## config.mk

```make
export PLATFORM = sky130hd
export DESIGN_NAME = wb_arbiter
export DESIGN_NICKNAME = d
export VERILOG_FILES = /design/src/rtl/wb_arbiter.sv
export SDC_FILE = /design/constraint.sdc
export NUM_CORES = 1
export LEC_CHECK = 0
export CORE_MARGIN = 1.5
export CORE_UTILIZATION = 45
export CTS_CLUSTER_SIZE = 8
export DETAILED_ROUTE_END_ITERATION = 7
export DONT_BUFFER_PORTS = 1
export PLACE_DENSITY = 0.67
export SLEW_MARGIN = 5
export SYNTH_ARGS = -nofsm -noshare
export SYNTH_HDL_FRONTEND = slang
export SYNTH_SLANG_ARGS = --single-unit
```

## constraint.sdc

```tcl
create_clock -name clk -period 6.4 [get_ports clk]
set_input_delay 1.28 -clock clk [delete_from_list [all_inputs] [get_ports clk]]
set_output_delay 1.28 -clock clk [all_outputs]
set_load 0.01 [all_outputs]
```

## src/rtl/wb_arbiter.sv

```systemverilog
`default_nettype none
// ============================================================================
// Module   : wb_arbiter
// Purpose  : Three-way round-robin writeback arbiter (ALU, LSU, CSR) feeding a
//            single register-file write port, combined with a per-register
//            outstanding-write scoreboard. The scoreboard is used for
//            issue-side hazard detection.
// Ports    : clk, rst              - clock, synchronous active-high reset
//            {alu,lsu,csr}_*       - writeback requesters: valid/ready
//                                    handshake plus rd_wen/rd_addr/data
//            issue_*               - IDU issue recording (issue_ready may
//                                    stall an issue)
//            rs1/rs2_addr, _busy   - source-operand busy lookup
//            rf_we/waddr/wdata     - registered register-file write port
//            wb_done               - one-cycle pulse per completed writeback
// Revision : 1.0 - initial release
// ============================================================================
module wb_arbiter #(
  parameter int WIDTH = 32,
  parameter int CNT_W = 2
) (
  input  logic             clk,
  input  logic             rst,
  input  logic             alu_valid,
  input  logic             lsu_valid,
  input  logic             csr_valid,
  output logic             alu_ready,
  output logic             lsu_ready,
  output logic             csr_ready,
  input  logic             alu_rd_wen,
  input  logic             lsu_rd_wen,
  input  logic             csr_rd_wen,
  input  logic [4:0]       alu_rd_addr,
  input  logic [4:0]       lsu_rd_addr,
  input  logic [4:0]       csr_rd_addr,
  input  logic [WIDTH-1:0] alu_data,
  input  logic [WIDTH-1:0] lsu_data,
  input  logic [WIDTH-1:0] csr_data,
  input  logic             issue_valid,
  input  logic             issue_rd_wen,
  input  logic [4:0]       issue_rd_addr,
  output logic             issue_ready,
  input  logic [4:0]       rs1_addr,
  input  logic [4:0]       rs2_addr,
  output logic             rs1_busy,
  output logic             rs2_busy,
  output logic             rf_we,
  output logic [4:0]       rf_waddr,
  output logic [WIDTH-1:0] rf_wdata,
  output logic             wb_done
);

  localparam logic [CNT_W-1:0] C_CNT_MAX = '1;
  localparam logic [CNT_W-1:0] C_CNT_ONE = CNT_W'(1);

  // r_ptr holds the index of the highest-priority requester
  logic [1:0]       r_ptr;
  logic [CNT_W-1:0] r_cnt [0:31];

  logic [2:0]       w_valid;
  logic [2:0]       w_grant;
  logic             w_xfer;
  logic             w_sel_wen;
  logic [4:0]       w_sel_addr;
  logic [WIDTH-1:0] w_sel_data;
  logic             w_commit;
  logic             w_issue_tgt;
  logic             w_issue_full;
  logic             w_commit_same;
  logic             w_issue_rec;
  logic [31:0]      w_inc_vec;
  logic [31:0]      w_dec_vec;

  assign w_valid = {csr_valid, lsu_valid, alu_valid};

  // Round-robin grant. The grant depends only on valids and the pointer,
  // so no ready depends on any other ready. Reset forces every grant low.
  always_comb begin
    w_grant = 3'b000;
    if (!rst) begin
      case (r_ptr)
        2'd1: begin
          if      (w_valid[1]) w_grant = 3'b010;
          else if (w_valid[2]) w_grant = 3'b100;
          else if (w_valid[0]) w_grant = 3'b001;
        end
        2'd2: begin
          if      (w_valid[2]) w_grant = 3'b100;
          else if (w_valid[0]) w_grant = 3'b001;
          else if (w_valid[1]) w_grant = 3'b010;
        end
        default: begin
          if      (w_valid[0]) w_grant = 3'b001;
          else if (w_valid[1]) w_grant = 3'b010;
          else if (w_valid[2]) w_grant = 3'b100;
        end
      endcase
    end
  end

  assign alu_ready = w_grant[0];
  assign lsu_ready = w_grant[1];
  assign csr_ready = w_grant[2];
  assign w_xfer    = |w_grant;

  // Mux of the winning requester's writeback fields
  always_comb begin
    w_sel_wen  = alu_rd_wen;
    w_sel_addr = alu_rd_addr;
    w_sel_data = alu_data;
    if (w_grant[1]) begin
      w_sel_wen  = lsu_rd_wen;
      w_sel_addr = lsu_rd_addr;
      w_sel_data = lsu_data;
    end else if (w_grant[2]) begin
      w_sel_wen  = csr_rd_wen;
      w_sel_addr = csr_rd_addr;
      w_sel_data = csr_data;
    end
  end

  assign w_commit = w_xfer & w_sel_wen & (w_sel_addr != 5'd0);

  // An issue to a saturated counter is still accepted when a same-cycle
  // commit frees a slot in that very register.
  assign w_issue_tgt   = issue_rd_wen & (issue_rd_addr != 5'd0);
  assign w_issue_full  = (r_cnt[issue_rd_addr] == C_CNT_MAX);
  assign w_commit_same = w_commit & (w_sel_addr == issue_rd_addr);
  assign issue_ready   = ~rst & ~(w_issue_tgt & w_issue_full & ~w_commit_same);
  assign w_issue_rec   = issue_valid & issue_ready & w_issue_tgt;

  // One-hot increment/decrement requests; bit 0 never fires because both
  // sources already exclude x0.
  assign w_inc_vec = w_issue_rec ? (32'd1 << issue_rd_addr) : 32'd0;
  assign w_dec_vec = w_commit    ? (32'd1 << w_sel_addr)    : 32'd0;

  // No bypass: busy reflects the counter before this cycle's commit
  assign rs1_busy = (rs1_addr != 5'd0) & (r_cnt[rs1_addr] != '0);
  assign rs2_busy = (rs2_addr != 5'd0) & (r_cnt[rs2_addr] != '0);

  always_ff @(posedge clk) begin
    if (rst) begin
      r_ptr    <= 2'd0;
      rf_we    <= 1'b0;
      wb_done  <= 1'b0;
      rf_waddr <= 5'd0;
      rf_wdata <= '0;
      for (int i = 0; i < 32; i++) begin
        r_cnt[i] <= '0;
      end
    end else begin
      rf_we   <= w_commit;
      wb_done <= w_xfer;
      if (w_xfer) begin
        rf_waddr <= w_sel_addr;
        rf_wdata <= w_sel_data;
      end

      if (w_grant[0])      r_ptr <= 2'd1;
      else if (w_grant[1]) r_ptr <= 2'd2;
      else if (w_grant[2]) r_ptr <= 2'd0;

      // Simultaneous inc and dec cancel; a decrement at zero is dropped
      for (int i = 0; i < 32; i++) begin
        if (w_inc_vec[i] && !w_dec_vec[i]) begin
          r_cnt[i] <= r_cnt[i] + C_CNT_ONE;
        end else if (w_dec_vec[i] && !w_inc_vec[i] && (r_cnt[i] != '0)) begin
          r_cnt[i] <= r_cnt[i] - C_CNT_ONE;
        end
      end
    end
  end

endmodule
`default_nettype wire
```

# After elaboration in Yosys (flattened, before gate mapping)

Memory sizes are Yosys's and may differ from the RTL's.
Cells that the tools add are included.

Reduce and logical (&&, ||, !) cells: 202
Bitwise gates (word level): 78
Shift operators: 2
Add/sub/neg operators: 64
Equal/unequal tests: 4
Muxes and demuxes: 312

Operators with widths:

| operator               | number |
|---|---|
| $mux W1                | 230 |
| $mux W2                | 68 |
| $mux W32               | 4 |
| $logic_and A1 B1 Y1    | 96 |
| $reduce_bool A2 Y1     | 35 |
| $add A2 B1 Y2 const B  | 32 |
| $logic_not A1 Y1       | 64 |
| $or A1 B1 Y1           | 64 |
| $shl A1 B5 Y32 const A | 2 |
| $sub A2 B1 Y2 const B  | 32 |
| $mux W3                | 7 |
| $reduce_bool A5 Y1     | 4 |
| $and A1 B1 Y1          | 11 |
| $mux W5                | 2 |
| $pmux W3 S2            | 1 |
| $eq A5 B5 Y1           | 1 |
| $eq A2 B2 Y1 const B   | 2 |
| $not A1 Y1             | 3 |
| $reduce_bool A3 Y1     | 1 |
| $reduce_or A3 Y1       | 1 |
| $eq A2 B1 Y1 const B   | 1 |
| $reduce_or A2 Y1       | 1 |

RAM bits: 64
Logic and storage cells: 669
Bits of input ports: 136
Flip-flop bits (word level): 41
Memories kept: 1

Memories:

| name  | depth | width | read ports | clocked after Yosys merged registers in | write ports | line | text |
|---|---|---|---|---|---|---|---|
| r_cnt | 32    | 2     | 35         | 0                                       | 32          | 58   | `logic [CNT_W-1:0] r_cnt [0:31];` |

# Depth between registers and ports, before layout

Gate-level depths: netlist of the first run.

Depth in word-level cells: 25
Mapped depth: 16
Gate-level depth less buffers: 13

# Least setup slack after synthesis of the first run

OpenSTA, ideal clock, no wires.

Kind: input-to-output
Start point: in rst
End point: out issue_ready
Arrival time: 3363 ps
Stages on the path: 10
Path buffers: 3
Data required time: 5120 ps
Slack: 1757 ps
Cells stage by stage: nand2b_1 or3b_1 clkbuf_1 and3_1 o31a_1 xnor2_1 a41oi_2 inv_2 buf_2 buf_2

Longest elaborated chain between the ends: 10

Ends and longest elaborated chain:

| what                                                       | line | text |
|---|---|---|
| start: declaration                                         | 23   | `input logic rst,` |
| $mux W3                                                    | 80   | `if (!rst) begin` |
| $mux W5 / $mux W1 (equally long branches)                  | 115  | `end else if (w_grant[2]) begin` |
| $mux W5 / $mux W1 (equally long branches)                  | 111  | `if (w_grant[1]) begin` |
| $reduce_bool A5 Y1 / $and A1 B1 Y1 (equally long branches) | 122  | `assign w_commit = w_xfer & w_sel_wen & (w_sel_addr != 5'd0);` |
| $and A1 B1 Y1                                              | 122  |  |
| $and A1 B1 Y1                                              | 128  | `assign w_commit_same = w_commit & (w_sel_addr == issue_rd_addr);` |
| $not A1 Y1                                                 | 129  | `assign issue_ready = ~rst & ~(w_issue_tgt & w_issue_full & ~w_commit_same);` |
| $and A1 B1 Y1                                              | 129  |  |
| $not A1 Y1                                                 | 129  |  |
| $and A1 B1 Y1 *                                            | 129  |  |
| end: declaration                                           | 42   | `output logic issue_ready,` |

Every way passes the cells marked *; elsewhere a longest branch is shown, timed or not.

# Worst setup path in the final report of the first run

Start point: in rst
End point: out issue_ready

Longest elaborated chain between the ends: 10

Ends and longest elaborated chain:

| what                                                       | line | text |
|---|---|---|
| $mux W3 *                                                  | 80   |  |
| via csr_ready                                              | 29   | `output logic csr_ready,` |
| $mux W5 / $mux W1 (equally long branches)                  | 115  |  |
| $mux W5 / $mux W1 (equally long branches)                  | 111  |  |
| $reduce_bool A5 Y1 / $and A1 B1 Y1 (equally long branches) | 122  |  |
| $and A1 B1 Y1                                              | 122  |  |
| $and A1 B1 Y1 *                                            | 128  |  |
| $not A1 Y1 *                                               | 129  |  |
| $and A1 B1 Y1 *                                            | 129  |  |
| $not A1 Y1 *                                               | 129  |  |
| $and A1 B1 Y1 *                                            | 129  |  |

The timed path passes the listed nets; every way through them passes the cells marked *.

==> run summary, run 1 <==
status: completed
H-tree Lvls: 3
row cnt: 48
unrepaired setup endpoints after global routing: false
Critical Path Fanout Max: 94
Yosys warnings: 0
post-route cell area: 0.00833 mm2
largest net degree at the start of global routing: 95
global-route wire length before repair: 37800 um
TritonRoute pass-1 iters: 5
shortest period the worst path allows: 5040 ps
CORE AREA: 0.0173 mm2
routed len/inst: 20.7 um
Tot Pwr: 1.73 mW
Syn Std Cell Area: 0.00796 mm2
Max-Cap Viols: 0
via count: 7778
FMAX: 0.199 GHz
dominant synthesized flop cell: edfxtp_1
most frequent cells in the layout: nor2_1 (167), nand2_1 (140), a21oi_1 (75)
DRT antenna net count: 0
data required time of the worst path: 5120 ps
P&R area growth vs syn: 4.62%
TritonCTS clock tree: done
# diodes: 0
worst setup path category: primary input to output pin
DP HPWL: 18100 um
Port Buf Inserts: 0
clock buffer depth: 2
initial antenna violation count: 0
final setup TNS: 0 ps
EDFF count, synth: 64
Worst setup EP type: output pin
hold slack: 486 ps
Worst-path clk slew: 70 ps
pwr/cell area: 207 mW/mm2
Worst Path Arrival: 3760 ps
sequential area share after synthesis: 34.5%
final hold vios: 0
die area: 0.0185 mm2
post-cts sizing count: 0
area taken by multi-input logic gates: 0.00487 mm2
DRC viols: 0
gpl congestion: 0.922
DIE HEIGHT: 136 um
share of cells above drive strength 1: 5.87%
Post-CTS Hold Buffers: 0
most common cell after layout, fill and taps aside: nor2_1
post-route clock period utilization: 78.7%
total congestion overflow: 0
synthesized flop and latch total: 105
clk_skew: 9.30 ps
relative slew slack: 35.6%
Placement Cell Area: 0.00804 mm2
GRT Overall Usage: 26.6%
Max Transition Viols Final: 0
leakage: 2.78 nW
FILL cells: 1681
nature of the critical path startpoint: primary input
Iteration-0 DRC Markers: 850
Layout Nets: 1105
die span in x: 136 um
vias in the first global route: 6735
Final setup viols: 0
Via density: 6.50
root buffer cell: clkbuf_16
Slew @ Worst Pin: 951 ps
Seq. cell area: 0.00274 mm2
Num CTS Buffers: 9
Mapped Cells: 1016
Ports: 181
Peak VDD IR: 125 uV
Async SR Flop Fraction: 0%
final wirelength: 24800 um
Syn Area/Cell: 7.83 um2
clk sink count: 105
post-CTS setup buffer count: 0
Clock Latency Late Sink: 350 ps
Worst Hold Class: flip-flop to flip-flop
Initial Util: 46.0%
post-synth cell types: 71
[worst max-delay path, stage by stage]
cell	delay, ps
nand2b_1	180
nor3b_1	580
nor2_2	80
buf_4	260
inv_2	530
nor2_4	170
a21oi_1	140
and3_1	230
a41oi_4	140
inv_2	130
[power by group]
part / switching [mW] / internal, mW / leakage, nW / total [mW]
Clock: 0.250 / 0.299 / 0.142 / 0.549
Combinational: 0.219 / 0.123 / 1.64 / 0.342
Sequential: 0.0638 / 0.772 / 0.992 / 0.835
[flip-flops by register name, summed over array words and instances, names as in the netlist]
name,flops
r_cnt,64
wb_done,1
rf_we,1
r_ptr,2
rf_waddr,5
rf_wdata,32
[cells by family after synthesis]
family / count (synthesis) / synth area share, %
adder cells (fa/ha/maj): 3 / 0.472
other: 1 / 0.0471
flip-flops: 105 / 34.5
AND/OR/NAND/NOR: 474 / 26.6
AO/OA/AOI/OAI: 293 / 25.9
XOR/XNOR: 21 / 2.31
buffers and inverters: 93 / 4.64
multiplexers: 26 / 5.58
[final cells by class]
type | count | area share [%]
sequential | 105 | 32.9
inverter | 24 | 1.08
multi-input combinational | 819 | 58.5
tap | 225 | 3.38
clock inverter | 2 | 0.135
timing repair buffer | 7 | 0.631
clock buffer | 14 | 3.31
[worst paths after layout]
check                           depth (start not counted)  startpoint           end  slack, ps
worst max-delay path                                   10         rst   issue_ready       1360
worst min-delay path                                    2    r_ptr[1]      r_ptr[1]        490
worst max register to register                         14    r_ptr[0]  r_cnt[15][0]       1890
worst min register to register                          2    r_ptr[1]      r_ptr[1]        490
[synth_stat cells (6+ instances only)]
library cell	number	area (um2)
nor3_1	28	140
and2_1	12	75.1
or3_1	14	87.6
inv_1	22	82.6
nand2b_1	10	62.6
mux4_2	14	315
a311oi_1	33	289
edfxtp_1	64	1920
clkbuf_1	47	176
o21ai_0	40	200
nor2_1	169	634
buf_1	10	37.5
xnor2_1	12	105
buf_2	10	50.1
a211oi_1	35	263
o31ai_1	8	60.1
o211ai_1	31	233
a211o_1	8	70.1
nand4_1	9	56.3
nor4_1	6	37.5
mux2_2	7	78.8
dfxtp_1	41	821
xor2_1	9	78.8
a311o_1	7	70.1
nand2_1	140	526
a21oi_1	75	375
nor2b_1	9	56.3
nand3_1	55	275
[stage by stage]
| stage | util [%] | setup slack, ps | instances |
|---|---|---|---|
| after CTS | 48.1 | 1430 | 1196 |
| after detailed placement | 46.5 | 1450 | 1180 |
| final | 48.1 | 1360 | 1196 |
| after global routing | 48.1 | 1180 | 1196 |
| after global placement | 46.5 | 1440 | 1180 |
| after floorplan | - | 1760 | 1017 |
[layer usage]
layer	GRT usage, %	part of all wire, %	vias to the layer above
li1	-	-	3692
met2	43.3	46	445
met1	35.3	41	3589
met5	0	0	-
met4	10.5	3.1	0
met3	4.55	9.3	52
(Power assumes the default switching activity.)
==> inputs of run 2 (changes only) <==
==> constraint.sdc (replaced) <==
create_clock -name clk -period 4.9 [get_ports clk]
set_input_delay 0.98 -clock clk [delete_from_list [all_inputs] [get_ports clk]]
set_output_delay 0.98 -clock clk [all_outputs]
set_load 0.01 [all_outputs]
==> run 2 against run 1 <==
  * Total power up 34%
  * Count of clock-buffer cells in the layout stayed put
  * Combinational power increased by 33%
  * Clock skew increased by 5.2 ps
  * Register-to-register slack worse by 1100 ps
  * Non-clock buffer count up 8
  * Critical path depth fell by 1
  * Flip-flop and latch count unchanged
  * Critical path type is now flip-flop to output pin
==> run summary, run 2 (synthesis gave the netlist of run 1 again) <==
largest reg by FF count: r_cnt
status: completed
final setup TNS: 0 ps (unchanged)
global-route wire length before repair: 37500 um (-0.58%)
initial antenna violation count: 0 (unchanged)
Core Util, Final: 48.8% (+0.61 points)
Placement Cell Area: 0.00811 mm2 (+0.90%)
worst hold start: r_ptr[1]
hold slack: 481 ps (-4.20 ps)
die span in x: 136 um (unchanged)
worst hold stages: 2 (unchanged)
fin worst setup slack: 493 ps (-869 ps)
P&R area growth vs syn: 5.96%
Worst Hold Class: flip-flop to flip-flop
via count: 7812 (+0.44%)
Min-Delay Endpoint: r_ptr[1]
most frequent cells in the layout: nor2_1 (167), nand2_1 (140), a21oi_1 (75)
GRT Overall Usage: 26.5% (-0.16 points)
total congestion overflow: 0 (unchanged)
Non-Filler Instances: 1204 (+0.67%)
leakage: 2.84 nW (+2.2%)
Peak VDD IR: 175 uV (+39%)
routed len/inst: 20.3 um (-1.8%)
TritonRoute pass-1 iters: 5 (unchanged)
gpl congestion: 0.905 (-1.8%)
DRT antenna net count: 0 (unchanged)
max reg flops: 64 (unchanged)
Max Transition Viols Final: 0 (unchanged)
Iteration-0 DRC Markers: 780 (-8.2%)
post-route clock period utilization: 89.9%
cells on worst reg2reg path: 11 (-3)
CORE AREA: 0.0173 mm2 (unchanged)
post-route cell area: 0.00843 mm2 (+1.3%)
Tot Pwr: 2.32 mW (+34%)
vias in the first global route: 7116 (+5.7%)
DP HPWL: 18100 um (+0.32%)
clk sink count: 105 (unchanged)
FMAX: 0.227 GHz
clk_skew: 14.5 ps (+5.17 ps)
TritonCTS clock tree: done
# diodes: 0 (unchanged)
Final setup viols: 0 (unchanged)
final hold vios: 0 (unchanged)
DRC viols: 0 (unchanged)
pre-CTS setup slack: 752 ps (-697 ps)
unrepaired setup endpoints after global routing: false
share of cells above drive strength 1: 6.84% (+0.97 points)
placed cells: 1188 (+0.68%)
pwr/cell area: 275 mW/mm2 (+33%)
largest net degree at the start of global routing: 95 (unchanged)
clock buffer depth: 2 (unchanged)
Via density: 6.49 (-0.23%)
Post-CTS Hold Buffers: 0 (unchanged)
Clock Latency Late Sink: 360 ps (about the same)
R2R setup slack: 820 ps (-1070 ps)
Initial Util: 46.0% (unchanged)
Layout Nets: 1113 (+0.72%)
Worst-path clk slew: 70 ps (about the same)
post-cts sizing count: 0 (unchanged)
data required time of the worst path: 3920 ps (-1200 ps)
shortest period the worst path allows: 4410 ps
DIE HEIGHT: 136 um (unchanged)
most common cell after layout, fill and taps aside: nor2_1
nature of the critical path startpoint: flip-flop
Port Buf Inserts: 0 (unchanged)
Critical Path Fanout Max: 15 (-84%)
Ports: 181 (unchanged)
H-tree Lvls: 3 (unchanged)
Worst setup EP type: output pin
final wirelength: 24500 um (-1.1%)
Slew @ Worst Pin: 903 ps (-47.3 ps)
FILL cells: 1673 (-0.48%)
post-CTS setup buffer count: 0 (unchanged)
die area: 0.0185 mm2 (unchanged)
root buffer cell: clkbuf_16
Worst Path Arrival: 3430 ps (-330 ps)
Num CTS Buffers: 9 (unchanged)
relative slew slack: 39.4% (+3.8 points)
worst setup path category: flip-flop to output pin
reg2reg end: r_cnt[10][1]
row cnt: 48 (unchanged)
Max-Cap Viols: 0 (unchanged)
Reg2Reg Launch Point: r_ptr[0]
biggest regs: r_cnt: 64 flops, rf_wdata: 32 flops, rf_waddr: 5 flops
[run 2: cell count changes in the layout (fill, tap and decap cells not counted), sizes merged]
cell,before,now
buf,7,15
[run 2: power by group]
group / internal [mW] / switching, mW
combinational: 0.168 / 0.285
clock: 0.437 / 0.339
sequential: 1.01 / 0.0820
total: 1.61 / 0.706
[run 2: area by class of cell]
type	instances	area (um2)	area share, %
Sequential cell	105	2740	32.5
Clock buffer	14	307	3.64
Tap cell	225	282	3.34
Multi-Input combinational cell	819	4870	57.8
Timing Repair Buffer	15	125	1.48
Clock inverter	2	13.8	0.163
Inverter	24	90.1	1.07
[run 2: worst max-delay path by stage]
stage          cells after the start       from  slack [ps]          end
2_1_floorplan                     10        rst         860  issue_ready
3_3_place_gp                       9  csr_valid         780  r_cnt[8][1]
3_5_place_dp                       9  csr_valid         750  r_cnt[8][0]
4_1_cts                            9   r_ptr[0]         550  issue_ready
5_1_grt                            9   r_ptr[0]         300  issue_ready
6_report                           9   r_ptr[0]         490  issue_ready
[run 2: per-layer routing]
layer	global-route usage, %	routed length [um]
met5	0	0
met4	14.5	1130
met3	4.14	2170
met2	42.4	11100
met1	34.2	10100
[run 2: critical path, stage by stage (launching register included)]
cell and delay [ps]:
dfxtp_1 360, inv_1 50, ha_1 380, o21bai_1 460, a21o_2 330, inv_1 260
o31a_1 460, xnor2_1 270, a41oi_4 170, inv_2 310
==> inputs of run 3 (changes only) <==
--- a/config.mk
+++ b/config.mk
@@ -11,6 +11,7 @@
 export DETAILED_ROUTE_END_ITERATION = 7
 export DONT_BUFFER_PORTS = 1
 export PLACE_DENSITY = 0.67
+export SKIP_CTS_REPAIR_TIMING = 1
 export SLEW_MARGIN = 5
 export SYNTH_ARGS = -nofsm -noshare
 export SYNTH_HDL_FRONTEND = slang
==> results of run 3 <==
The final DEF is identical to that of run 2; final timing and power are the same.
